===== src/rtl/wb_fifo_device_if.sv =====
// Pipelined Wishbone (B4) write-sink bus bundle between a controller and wb_fifo_device.
//
// Signals:
//   cyc    controller -> device  bus cycle in progress
//   stb    controller -> device  request strobe
//   we     controller -> device  write enable
//   dat    controller -> device  write data, DAT_WIDTH bits
//   ack    device -> controller  normal termination
//   err    device -> controller  error termination (reads are not supported)
//   rty    device -> controller  retry termination
//   stall  device -> controller  pipeline stall
interface wb_fifo_device_if #(
  parameter int unsigned DAT_WIDTH = 8
) ();

  logic                 cyc;
  logic                 stb;
  logic                 we;
  logic [DAT_WIDTH-1:0] dat;
  logic                 ack;
  logic                 err;
  logic                 rty;
  logic                 stall;

  modport master (
    output cyc, stb, we, dat,
    input  ack, err, rty, stall
  );

  modport slave (
    input  cyc, stb, we, dat,
    output ack, err, rty, stall
  );

endinterface


===== src/rtl/wb_fifo_device.sv =====
// Wishbone (B4 pipelined) write sink feeding a synchronous FIFO, drained through a
// first-word-fall-through valid/ready stream. Reads are answered with err.
//
// Ports:
//   clk_i        clock, all state on the rising edge
//   rst_i        synchronous active-high reset
//   bus          wb_fifo_device_if slave side (cyc/stb/we/dat in, ack/err/rty/stall out)
//   out_valid_o  FIFO non-empty
//   out_data_o   head of FIFO (don't-care while out_valid_o is low)
//   out_ready_i  downstream consumes the head when high together with out_valid_o
//   level_o      current occupancy, 0..DEPTH
module wb_fifo_device #(
  parameter int unsigned DAT_WIDTH     = 8,
  parameter int unsigned DEPTH         = 4,
  parameter bit          RETRY_ON_FULL = 1'b0
) (
  input  logic                         clk_i,
  input  logic                         rst_i,
  wb_fifo_device_if.slave              bus,
  output logic                         out_valid_o,
  output logic [DAT_WIDTH-1:0]         out_data_o,
  input  logic                         out_ready_i,
  output logic [$clog2(DEPTH+1)-1:0]   level_o
);

  localparam int unsigned AW = $clog2(DEPTH);
  localparam int unsigned CW = $clog2(DEPTH+1);

  logic [DAT_WIDTH-1:0] mem [DEPTH];

  logic [AW-1:0] rd_ptr_q, rd_ptr_d;
  logic [AW-1:0] wr_ptr_q, wr_ptr_d;
  logic [CW-1:0] count_q, count_d;
  logic          ack_q, ack_d;
  logic          err_q, err_d;
  logic          rty_q, rty_d;

  logic full;
  logic stall;
  logic accept;
  logic push;
  logic pop;

  // Full-check uses the registered count only: a pop in the same cycle does not free a slot.
  assign full   = (count_q == CW'(DEPTH));
  assign stall  = rst_i | (RETRY_ON_FULL ? 1'b0 : full);
  assign accept = bus.cyc & bus.stb & ~stall;
  assign push   = accept & bus.we & ~full;
  assign pop    = (count_q != '0) & out_ready_i;

  always_comb begin
    rd_ptr_d = rd_ptr_q + AW'(pop);
    wr_ptr_d = wr_ptr_q + AW'(push);
    count_d  = count_q;
    unique case ({push, pop})
      2'b10:   count_d = count_q + CW'(1);
      2'b01:   count_d = count_q - CW'(1);
      default: count_d = count_q;
    endcase
    ack_d = push;
    err_d = accept & ~bus.we;
    // Only reachable in retry mode; otherwise a full FIFO stalls the request.
    rty_d = accept & bus.we & full;
  end

  always_ff @(posedge clk_i) begin
    if (rst_i) begin
      rd_ptr_q <= '0;
      wr_ptr_q <= '0;
      count_q  <= '0;
      ack_q    <= 1'b0;
      err_q    <= 1'b0;
      rty_q    <= 1'b0;
    end else begin
      rd_ptr_q <= rd_ptr_d;
      wr_ptr_q <= wr_ptr_d;
      count_q  <= count_d;
      ack_q    <= ack_d;
      err_q    <= err_d;
      rty_q    <= rty_d;
    end
  end

  // Storage is not reset; only the pointers and count define what is valid.
  always_ff @(posedge clk_i) begin
    if (push) begin
      mem[wr_ptr_q] <= bus.dat;
    end
  end

  // Responses vanish if the controller abandons the cycle, and a response still pending
  // while reset is asserted is dropped rather than delivered.
  assign bus.ack   = ack_q & bus.cyc & ~rst_i;
  assign bus.err   = err_q & bus.cyc & ~rst_i;
  assign bus.rty   = RETRY_ON_FULL ? (rty_q & bus.cyc & ~rst_i) : 1'b0;
  assign bus.stall = stall;

  assign out_valid_o = (count_q != '0);
  assign out_data_o  = mem[rd_ptr_q];
  assign level_o     = count_q;

endmodule


===== src/flat_wrapper.sv =====
// flat-port wrapper written by rule: the top's interface ports become plain ports
module wb_fifo_device_flat 
#(
  parameter int unsigned DAT_WIDTH     = 8,
  parameter int unsigned DEPTH         = 4,
  parameter bit          RETRY_ON_FULL = 1'b0
)
  (clk_i, rst_i, out_valid_o, out_data_o, out_ready_i, level_o, bus_cyc, bus_stb, bus_we, bus_dat, bus_ack, bus_err, bus_rty, bus_stall);
  wb_fifo_device_if #(.DAT_WIDTH(DAT_WIDTH)) bus_i ();
  input  logic clk_i;
  input  logic rst_i;
  output logic out_valid_o;
  output logic [DAT_WIDTH-1:0] out_data_o;
  input  logic out_ready_i;
  output logic [$clog2(DEPTH+1)-1:0] level_o;
  input wire logic [$bits(bus_i.cyc)-1:0] bus_cyc;
  input wire logic [$bits(bus_i.stb)-1:0] bus_stb;
  input wire logic [$bits(bus_i.we)-1:0] bus_we;
  input wire logic [$bits(bus_i.dat)-1:0] bus_dat;
  output wire logic [$bits(bus_i.ack)-1:0] bus_ack;
  output wire logic [$bits(bus_i.err)-1:0] bus_err;
  output wire logic [$bits(bus_i.rty)-1:0] bus_rty;
  output wire logic [$bits(bus_i.stall)-1:0] bus_stall;
  assign bus_i.cyc = bus_cyc;
  assign bus_i.stb = bus_stb;
  assign bus_i.we = bus_we;
  assign bus_i.dat = bus_dat;
  assign bus_ack = bus_i.ack;
  assign bus_err = bus_i.err;
  assign bus_rty = bus_i.rty;
  assign bus_stall = bus_i.stall;
  wb_fifo_device #(.DAT_WIDTH(DAT_WIDTH), .DEPTH(DEPTH), .RETRY_ON_FULL(RETRY_ON_FULL)) u_core (.clk_i(clk_i), .rst_i(rst_i), .bus(bus_i), .out_valid_o(out_valid_o), .out_data_o(out_data_o), .out_ready_i(out_ready_i), .level_o(level_o));
endmodule

===== config.mk =====
export PLATFORM = sky130hd
export DESIGN_NAME = wb_fifo_device_flat
export DESIGN_NICKNAME = d
export VERILOG_FILES = /design/src/rtl/wb_fifo_device_if.sv /design/src/rtl/wb_fifo_device.sv /design/src/flat_wrapper.sv
export SDC_FILE = /design/constraint.sdc
export NUM_CORES = 1
export LEC_CHECK = 0
export ABC_CLOCK_PERIOD_IN_PS = 2600
export CAP_MARGIN = 30
export CORE_UTILIZATION = 30
export CTS_CLUSTER_SIZE = 14
export DETAILED_ROUTE_END_ITERATION = 8
export DONT_BUFFER_PORTS = 1
export MAX_ROUTING_LAYER = met4
export SYNTH_ARGS = -nofsm -noshare
export SYNTH_HDL_FRONTEND = slang
export SYNTH_SLANG_ARGS = --single-unit

===== constraint.sdc =====
create_clock -name clk_i -period 2.6 [get_ports clk_i]
set_clock_uncertainty 0.1 [all_clocks]
set_input_delay 0.65 -clock clk_i [delete_from_list [all_inputs] [get_ports clk_i]]
set_output_delay 0.65 -clock clk_i [all_outputs]
set_load 0.02 [all_outputs]

After elaboration in Yosys (flattened, before gate mapping) --
Memories as Yosys holds them, arrays and structs flattened. A register that Yosys moved wholly into a read port is not among the register bits. Cells that the tools add are included. Widths: inputs -> output; s select.
Word-level totals: memory bits (writable) 32, output and inout bits 16, memories kept 1, bits in registers 9
Memories:
- u_core.mem | words 4, width 8, rd ports 1, clocked after memory_dff 1, write ports 1, RTL line wb_fifo_device.sv:29 | logic [DAT_WIDTH-1:0] mem [DEPTH];
Operators by class: muxes and demuxes 4, $add $sub $neg 4, reductions and logical operators 2, bitwise operators 15, eq/ne operators 3
Operators with widths (count):
- $and 1x1->1 | 10
- $pmux 3 s2 | 1
- $add 2x1->2 | 2
- $not 1->1 | 4
- $add 3x1->3 const B | 1
- $eq 3x3->1 const B | 1
- $reduce_bool 3->1 | 1
- $sub 3x1->3 const B | 1
- $eq 2x1->1 const B | 1
- $eq 2x2->1 const B | 1
- $mux 1 | 2
- $mux 2 | 1
- $reduce_bool 2->1 | 1
- $or 1x1->1 | 1

Logic depth before layout (Yosys ltp) --
depth after elaboration 8, depth in mapped cells 9, mapped depth without buffers 8

Least setup slack after synthesis --
Ideal clock, no wire load.
kind input to register, start input rst_i, end register u_core.count_q[2], in the netlist u_core.level_o[2], stages 9, arrival time 2.341 ns, path buffers 1, setup slack 0.089 ns, cell sequence clkbuf_2 > and2b_2 > nand4_4 > ha_1 > inv_1 > fa_1 > xor2_1 > or3_1 > a21oi_1
On the way: word-level cells in the longest chain between the ends 7
RTL lines:
- start: declaration | RTL line flat_wrapper.sv:11 | input logic rst_i;
- $or 1x1->1 | RTL line wb_fifo_device.sv:46 | assign stall = rst_i | (RETRY_ON_FULL ? 1'b0 : full);
- $not 1->1 | RTL line wb_fifo_device.sv:47 | assign accept = bus.cyc & bus.stb & ~stall;
- $and 1x1->1 | RTL line wb_fifo_device.sv:47
- $and 1x1->1 (2 in series) | RTL line wb_fifo_device.sv:48 | assign push = accept & bus.we & ~full;
- $eq 2x1->1 / $eq 2x2->1 (equally long branches) | RTL line wb_fifo_device.sv:55 | unique case ({push, pop})
- $pmux 3 s2 / $reduce_bool 2->1 (equally long branches)
- end signal: assignment | RTL line wb_fifo_device.sv:77 | count_q <= count_d;
- end: declaration | RTL line wb_fifo_device.sv:33 | logic [CW-1:0] count_q, count_d;
Parallel ways exist; a longest one is shown, timed or not. A chain may end at the register's enable or synchronous reset.

Worst setup path in the final report --
start register u_core.count_q[1], in the netlist u_core.level_o[1], end register u_core.count_q[2], in the netlist u_core.level_o[2]
On the way: word-level cells in the longest chain between the ends 8
RTL lines:
- $eq 3x3->1 | RTL line wb_fifo_device.sv:45 | assign full = (count_q == CW'(DEPTH));
- $or 1x1->1 | RTL line wb_fifo_device.sv:46
- $not 1->1 | RTL line wb_fifo_device.sv:47
- $and 1x1->1 | RTL line wb_fifo_device.sv:47
- $and 1x1->1 (2 in series) | RTL line wb_fifo_device.sv:48
- $eq 2x1->1 / $eq 2x2->1 (equally long branches) | RTL line wb_fifo_device.sv:55
- $pmux 3 s2 / $reduce_bool 2->1 (equally long branches)
Parallel ways exist; a longest one is shown, timed or not.

==> impl_metrics.py <==
metrics = {
    "min_path": {
        "hold_class": "input port to flop",
        "hold_end": "u_core.err_q",
        "min_path_cells": 1,
        "min_from": "bus_we",
    },
    "placement": {
        "routabilityCongestion": 0.765,
        "port_buffers": 0,
        "post-dp-hpwl_um": 1740,
    },
    "pwr": {
        "p_sw_mw": 0.270,
        "power.share.clock_pct": 36.5,
        "comb_power_share_pct": 8.3,
        "seqPwrFrac_pct": 55.2,
        "p_leak_nw": 0.612,
        "p_per_area_nw_per_um2": 714,
        "p_sw_share_pct": 20.6,
        "finalPower_mw": 1.31,
        "peakVddDrop_uv": 303,
        "p_int_mw": 1.04,
    },
    "worst_setup_path": {
        "cp.arrival_ns": 2.50,
        "critPathCaptureType": "flop",
        "cp_max_fo": 6,
        "crit_buf_inv": 1,
        "path_class": "flop to flop",
        "reg2reg_from": "u_core.level_o[1]",
        "ff2ff_setup_slack_ns": 0.21,
        "cpLargestDelayFamily": "simple AND/OR/NAND/NOR gates",
        "cp.required_ns": 2.71,
        "slowest_delay_ns": 0.44,
        "path_cells": "or3b_4 -> nand4_4 -> ha_1 -> inv_1 -> fa_1 -> xor2_1 -> or3_1 -> a21oi_1",
        "worst_r2r_endpoint": "u_core.level_o[2]",
        "cp_slowest_cell": "or3b_4",
        "critPathLaunchType": "flop",
        "rr_worst_depth": 8,
    },
    "sta": {
        "max_clock_freq_mhz": 419,
        "finalSetupViolCount": 0,
        "drv_slew": 0,
        "finalCritPeriodShare_pct": 91.8,
        "rsz0062_at_grt": "false",
        "setup_tns_ns": 0,
        "min_period_ns": 2.39,
        "hold_violations": 0,
    },
    "die": {
        "io_pins": 30,
        "die_w_um": 75.5,
        "fp.coreArea_um2": 5170,
        "rows": 26,
        "start_util_pct": 31.3,
        "dieHeight_um": 75.5,
        "die-area_um2": 5700,
    },
    "yosys": {
        "synth_common_cells": "edfxtp_1 (32), dfxtp_1 (9), mux4_2 (8), nor2_1 (6), inv_1 (4)",
        "synthTopCellsByArea": "edfxtp_1 (59%), dfxtp_1 (11%), mux4_2 (11%)",
        "synth_area_um2": 1620,
        "synth_top_area_share_pct": 59.3,
        "syn_nets": 110,
        "synth_seq_cells": 41,
        "ys_types": 28,
        "synth_top_cell_by_area": "edfxtp_1",
        "synth_edf_count": 32,
        "syn_area_per_cell_um2": 17.6,
        "ys.warnings.count": 0,
        "syn_inst": 92,
        "synth-main-ff-cell": "edfxtp_1",
        "seq_area_frac_synth_pct": 70.4,
        "synthMostInstantiatedCell": "edfxtp_1",
        "async_reset_ff_share_pct": 0,
    },
    "route": {
        "via_count": 751,
        "post_drt_wl_per_cell_um": 14.7,
        "drtAntennaViolNets": 0,
        "drc": 0,
        "first_iter_violations": 31,
        "drt-total-wl_um": 2510,
        "drtPass1Iterations": 4,
        "routed_via_density": 4.39,
    },
    "grt": {
        "grt_max_degree": 13,
        "antenna_found_initial": 0,
        "grt_pass1_wl_um": 4010,
        "grt.overflow.total": 0,
        "grt_pass1_vias": 812,
        "grtUsageTotal_pct": 10.6,
    },
    "clock_tree": {
        "htreeDepth": 2,
        "clkSlewWorstSetupHoldPaths_ns": 0.07,
        "clock_sinks": 41,
        "post-cts-setup-buffers": 0,
        "cts_buffer_depth": 2,
        "cts_buffers": 5,
        "clock_latency_ns": 0.28,
        "cts_hold_buffers": 0,
        "cts_resized": 0,
        "clockRootBuffer": "clkbuf_8",
        "cts_tree": "done",
    },
    "cells_and_area": {
        "num_antenna_cells": 0,
        "nets": 119,
        "n_fill_cell": 503,
        "area_growth_pct": 13.2,
        "drive_gt1_share_pct": 25.7,
    },
    "run_status": {
        "status": "completed",
    },
    "job": {
        "maxCapViolCount": 0,
    },
}
-- per-stage QoR --
step | utilization (%) | cells | hold WS, ns | cell area [µm²] | setup slack (ns)
after global routing | 35.5 | 171 | 0.303 | 1840 | 0.0960
after global placement | 33.5 | 164 | 0.378 | 1730 | 0.235
final | 35.5 | 171 | 0.325 | 1840 | 0.212
after floorplan | - | 92 | 0.425 | 1620 | 0.0894
after CTS | 35.5 | 171 | 0.310 | 1840 | 0.174
after detailed placement | 33.5 | 164 | 0.407 | 1730 | 0.146
-- metal layers --
metal / wire length (µm) / up-vias / global-route usage, % / share of wire (%)
met5: 0 / - / - / 0
met4: 18 / 0 / 3.70 / 0.72
met3: 237 / 2 / 6.08 / 9.4
met2: 1180 / 29 / 16.5 / 47
met1: 1080 / 365 / 11.2 / 43
li1: - / 355 / - / -
-- power by group through the flow --
stage                     Sequential (mW)  Combinational (mW)  Clock (mW)
final                               0.723               0.108       0.479
after global routing                0.724               0.119       0.520
after global placement              0.737               0.109           0
after floorplan                     0.741              0.0896           0
after detailed placement            0.738               0.111           0
after CTS                           0.723               0.111       0.494
-- cell usage in the layout (no fill, tap or decap), types with 3 or more instances in the layout --
| cell | synthesis | routed |
|---|---|---|
| and2_1 | 3 | 3 |
| buf_4 | 1 | 6 |
| clkbuf_8 | 0 | 5 |
| dfxtp_1 | 9 | 9 |
| edfxtp_1 | 32 | 32 |
| ha_1 | 3 | 3 |
| inv_1 | 4 | 4 |
| mux4_2 | 8 | 8 |
| nor2_1 | 6 | 6 |
-- flip-flops by register name, indices dropped and copies added (netlist names) --
signal	count
u_core.mem	32
u_core.level_o	3
u_core.rd_ptr_q	2
u_core.wr_ptr_q	2
u_core.ack_q	1
u_core.err_q	1
-- area by class of cell --
| cell class | count | area (µm²) | share of cell area (%) |
|---|---|---|---|
| multi-input combinational | 42 | 439 | 23.9 |
| clock inverter | 2 | 35.0 | 1.91 |
| clock buffer | 5 | 68.8 | 3.75 |
| tap | 70 | 87.6 | 4.77 |
| sequential | 41 | 1140 | 62.2 |
| inverter | 5 | 18.8 | 1.02 |
| timing repair buffer | 6 | 45.0 | 2.45 |
-- logic make-up after synthesis --
| logic type | Yosys count | synth area share, % |
|---|---|---|
| AND/OR/NAND/NOR | 22 | 9.10 |
| multiplexers | 8 | 11.1 |
| other | 1 | 0.231 |
| XOR/XNOR | 4 | 2.16 |
| flip-flops | 41 | 70.4 |
| AO/OA/AOI/OAI | 3 | 0.926 |
| buffers and inverters | 9 | 2.55 |
| adder cells (fa/ha/maj) | 4 | 3.55 |
-- worst max-delay path by stage --
| stage | slack (ns) | end | cells past startpoint | from |
|---|---|---|---|---|
| floorplan | 0.09 | u_core.level_o[2] | 9 | rst_i |
| detailed placement | 0.15 | u_core.level_o[2] | 8 | rst_i |
| CTS | 0.17 | u_core.level_o[2] | 8 | u_core.level_o[1] |
| global placement | 0.24 | u_core.level_o[2] | 8 | rst_i |
| global route | 0.1 | u_core.level_o[2] | 8 | u_core.level_o[1] |
| finish | 0.21 | u_core.level_o[2] | 8 | u_core.level_o[1] |
Note: power is estimated with default switching activity, not from simulation.
